## config.mk

```make
export PLATFORM = sky130hd
export DESIGN_NAME = ext_bus_ctl
export DESIGN_NICKNAME = d
export VERILOG_FILES = /design/src/rtl/ext_bus_ctl.sv
export SDC_FILE = /design/constraint.sdc
export NUM_CORES = 1
export LEC_CHECK = 0
export CORE_AREA = 2 2 108 110
export CTS_BUF_LIST = sky130_fd_sc_hd__clkbuf_8 sky130_fd_sc_hd__clkbuf_16
export CTS_CLUSTER_SIZE = 28
export DETAILED_ROUTE_END_ITERATION = 10
export DIE_AREA = 0 0 110 112
export PLACE_DENSITY = 0.79
export SYNTH_ARGS = -nofsm -noshare
export SYNTH_HDL_FRONTEND = slang
export SYNTH_SLANG_ARGS = --single-unit
```

## constraint.sdc

```tcl
create_clock -name sys_clk -period 3.85 [get_ports sys_clk]
set_input_delay 0.385 -clock sys_clk [delete_from_list [all_inputs] [get_ports sys_clk]]
set_output_delay 0.385 -clock sys_clk [all_outputs]
set_load 0.05 [all_outputs]
```

## src/rtl/ext_bus_ctl.sv

```systemverilog
// External-peripheral bus controller: decodes a contiguous address window into
// NUM_SLV equal regions and runs a registered request/ready handshake with the
// selected slave, with busy/done status, unmapped-address errors and a watchdog.
module ext_bus_ctl #(
  parameter int unsigned                  ADDR_WIDTH  = 32,
  parameter int unsigned                  DATA_WIDTH  = 32,
  parameter int unsigned                  NUM_SLV     = 4,
  parameter logic [ADDR_WIDTH-1:0]        BASE_ADDR   = 32'hF0000000,
  parameter int unsigned                  REGION_BITS = 8,
  parameter int unsigned                  TIMEOUT     = 16
) (
  input  logic                            sys_clk,
  input  logic                            sys_rst,
  input  logic                            op,
  input  logic                            rw,
  input  logic [ADDR_WIDTH-1:0]           addr,
  input  logic [DATA_WIDTH-1:0]           data_w,
  output logic [DATA_WIDTH-1:0]           data_r,
  output logic                            busy,
  output logic                            done,
  output logic                            err,
  output logic [NUM_SLV-1:0]              slv_sel,
  output logic                            slv_rw,
  output logic [REGION_BITS-1:0]          slv_addr,
  output logic [DATA_WIDTH-1:0]           slv_wdata,
  input  logic [NUM_SLV*DATA_WIDTH-1:0]   slv_rdata,
  input  logic [NUM_SLV-1:0]              slv_ready
);

  localparam int unsigned IDX_W = (NUM_SLV > 1) ? $clog2(NUM_SLV) : 1;
  localparam int unsigned CNT_W = (TIMEOUT > 1) ? $clog2(TIMEOUT) : 1;

  // Window bounds held one bit wider than the address so the end cannot wrap.
  localparam logic [ADDR_WIDTH:0] BASE_X   = {1'b0, BASE_ADDR};
  localparam logic [ADDR_WIDTH:0] WIN_SIZE = (ADDR_WIDTH+1)'(NUM_SLV) << REGION_BITS;
  localparam logic [ADDR_WIDTH:0] WIN_END  = BASE_X + WIN_SIZE;
  localparam logic [CNT_W-1:0]    CNT_LAST = CNT_W'(TIMEOUT - 1);

  typedef enum logic [1:0] {
    IDLE,
    ACCESS,
    RESP
  } state_t;

  state_t              state;
  logic [IDX_W-1:0]    sel_idx;
  logic [CNT_W-1:0]    cnt;

  logic [ADDR_WIDTH:0] addr_x;
  logic [ADDR_WIDTH:0] off_x;
  logic                hit;
  logic [IDX_W-1:0]    dec_idx;
  logic                sel_ready;
  logic [DATA_WIDTH-1:0] sel_rdata;

  // Address decode of the incoming request and mux of the latched slave's response.
  always_comb begin
    addr_x    = {1'b0, addr};
    off_x     = addr_x - BASE_X;
    hit       = (addr_x >= BASE_X) && (addr_x < WIN_END);
    dec_idx   = IDX_W'(off_x >> REGION_BITS);
    sel_ready = slv_ready[sel_idx];
    sel_rdata = slv_rdata[sel_idx*DATA_WIDTH +: DATA_WIDTH];
  end

  // Status flags are a direct decode of the state register.
  assign busy = (state != IDLE);
  assign done = (state == RESP);

  // Request/response FSM with registered slave-side outputs and watchdog.
  always_ff @(posedge sys_clk) begin
    if (!sys_rst) begin
      state     <= IDLE;
      cnt       <= '0;
      sel_idx   <= '0;
      data_r    <= '0;
      err       <= 1'b0;
      slv_sel   <= '0;
      slv_rw    <= 1'b0;
      slv_addr  <= '0;
      slv_wdata <= '0;
    end else begin
      case (state)
        IDLE: begin
          if (op) begin
            if (hit) begin
              slv_rw    <= rw;
              slv_addr  <= addr[REGION_BITS-1:0];
              slv_wdata <= data_w;
              sel_idx   <= dec_idx;
              slv_sel   <= NUM_SLV'(1) << dec_idx;
              cnt       <= '0;
              state     <= ACCESS;
            end else begin
              data_r <= '0;
              err    <= 1'b1;
              state  <= RESP;
            end
          end
        end
        ACCESS: begin
          if (sel_ready) begin
            data_r  <= slv_rw ? '0 : sel_rdata;
            err     <= 1'b0;
            slv_sel <= '0;
            state   <= RESP;
          end else if ((TIMEOUT != 0) && (cnt == CNT_LAST)) begin
            data_r  <= '0;
            err     <= 1'b1;
            slv_sel <= '0;
            state   <= RESP;
          end else begin
            cnt <= cnt + 1'b1;
          end
        end
        RESP: begin
          state <= IDLE;
        end
        default: begin
          state <= IDLE;
        end
      endcase
    end
  end

endmodule

```

==> results.ini <==
[status]
status=completed

[power_and_ir_drop]
power_density_nw_per_um2=296.3
vdd_drop_max_mv=0.2655
p_leak_uw=0.002424

[timing]
max_slew_margin=0.4250
post-route-period-util=0.6655
whs_ps=449.3
finalHoldViolCount=0
min_period_ps=2562
clock_skew_ps=5.752
fin_tns_setup_ps=0
max_freq_mhz=390.3
rsz0062_at_grt=no
slew_viol_final=0
setup_viol=0
worst_pin_slew_ps=862.4

[clock_tree]
htree_levels=3
clk_transition_reported_paths_ps=60
clock-sinks=86
clk_path_buf_depth=2
cts_setup_buffers=0
cts-root-buf=clkbuf_16
ctsResizeCount=0
cts_tree=done
ctsHoldBuffers=0
clkLatencyLatePin_ps=330
cts_made_buffers=9

[synth]
ys_ff_latch=86
synth_cells=371
async_flop_share=0
synth_edf_count=0
yosysWarnings=0
synth_area_um2=3909
seq_area_frac_synth=0.4405
yosys.cell_types.count=42
synth_ff_type=dfxtp_1
synth_nets=572
avgSynthCellArea_um2=10.54

[place]
dp_hpwl_mm=10.73
place_congestion=0.8110
dp.cells=769
portBuffers=279

[worst_setup_path]
critPathLaunchType=input port
critPathMaxFanout=50
endpoint_kind=flip-flop
required_ps=4090
critPathKind=in -> reg
worstPathArrival_ps=2800

[grt]
track_usage=0.2122
antenna_found_initial=0
grt_pass1_wl_mm=20.28
grt_max_degree=51
grt-ovfl-total=0
grt_pass1_vias=4070

[final_layout]
nets=838
final_cell_mix=clkdlybuf4s50_1, nand2_1, dfxtp_1
layout_commonest_cell=clkdlybuf4s50_1
diodes=0
final_core_util=0.6342
syn_to_final_growth_pct=81.31
fin_cells=785
drive_gt1_frac=0.1449

[floorplan]
ios=280
die-area_um2=12320
die_w_um=110
start_util=0.3498
die-height_um=112
rows=39
coreArea_um2=11170

[drt]
drc_errors=0
dr.pass1.iters=4
drtIter0Drc=134
viasPerCell=5.006
drt.antenna.violating_nets=0
drt-total-wl_mm=13.53
via_count=3930
routedWlPerCell_um=17.23

[run]
drv_cap=0

[hold_path]
min_path_type=reg -> reg

-- metal layers --
layer  vias up  routed length, um  part of all wire  global-route usage
met5         -                  0                 0                   0
met2       177               7070              0.52              0.3902
li1       1880                  -                 -                   -
met1      1846               4877              0.36              0.2234
met3        27               1262             0.093             0.06323
met4         0                318             0.024             0.07679
-- worst paths after layout --
check	cells past startpoint	slack [ps]	end	from
setup / recovery	6	1290	cnt[1]	addr[12]
hold / removal	2	450	err	err
setup reg to reg	5	1620	cnt[1]	state[0]
hold reg to reg	2	450	err	err
-- cells in the mapped netlist (2+ instances only) --
cell / instances / share of area
nand4b_1: 2 / 0.0045
nand4_1: 2 / 0.0032
dfxtp_1: 86 / 0.44
a21oi_1: 45 / 0.058
nor2b_1: 3 / 0.0048
o21ai_0: 3 / 0.0038
and3_1: 3 / 0.0048
clkbuf_1: 17 / 0.016
nor4_1: 3 / 0.0048
nand2_1: 94 / 0.090
a22o_1: 4 / 0.0090
buf_6: 5 / 0.014
buf_2: 2 / 0.0026
nand2b_1: 2 / 0.0032
inv_1: 2 / 0.0019
mux2i_1: 3 / 0.0077
nor3_1: 4 / 0.0051
nor2_1: 5 / 0.0048
a22o_2: 28 / 0.072
buf_4: 4 / 0.0077
mux4_2: 33 / 0.19
-- sequential cells by signal, indices dropped and copies added, names as in the netlist, 2 cells and up --
name       count
cnt            4
data_r        32
sel_idx        2
slv_addr       8
slv_sel        4
slv_wdata     32
state          2
-- layout make-up --
cell class | count | area [um2]
repair buffers | 285 | 2838
multi-input cells | 252 | 2013
clock inverters | 7 | 97.59
well taps | 143 | 178.9
clock buffers | 9 | 225.2
flip-flops and latches | 86 | 1723
inverters | 3 | 11.26
fillers | 883 | 4088
-- critical path, cell delays in order --
cell and delay [ps]:
clkdlybuf4s50_1 410, or4_4 550, nor4_4 220, and3_2 830
o211ai_1 200, a21oi_1 200
-- stage by stage --
stage	cell area (um2)	total power, uW	setup WS [ps]
after detailed placement	6764	1190	914.1
after floorplan	3909	973.1	1958
after CTS	7087	2132	1259
after global placement	6764	1185	1014
final	7087	2100	1288
after global routing	7087	2177	1118
-- logic make-up after synthesis --
kind of cell,count (synthesis),share of synthesized area
flip-flops,86,0.4405
buffers and inverters,33,0.04609
adder cells (fa/ha/maj),1,0.003201
multiplexers,36,0.1978
AND/OR/NAND/NOR,127,0.1495
AO/OA/AOI/OAI,86,0.1585
XOR/XNOR,2,0.004482
-- power by group --
part           switching (uW)  internal (uW)  leakage, uW
clock                     358            572     0.000158
combinational            70.3            208      0.00157
sequential              0.895            891     0.000693
total                     429           1670      0.00242
Note: power is estimated with default switching activity, not from simulation.
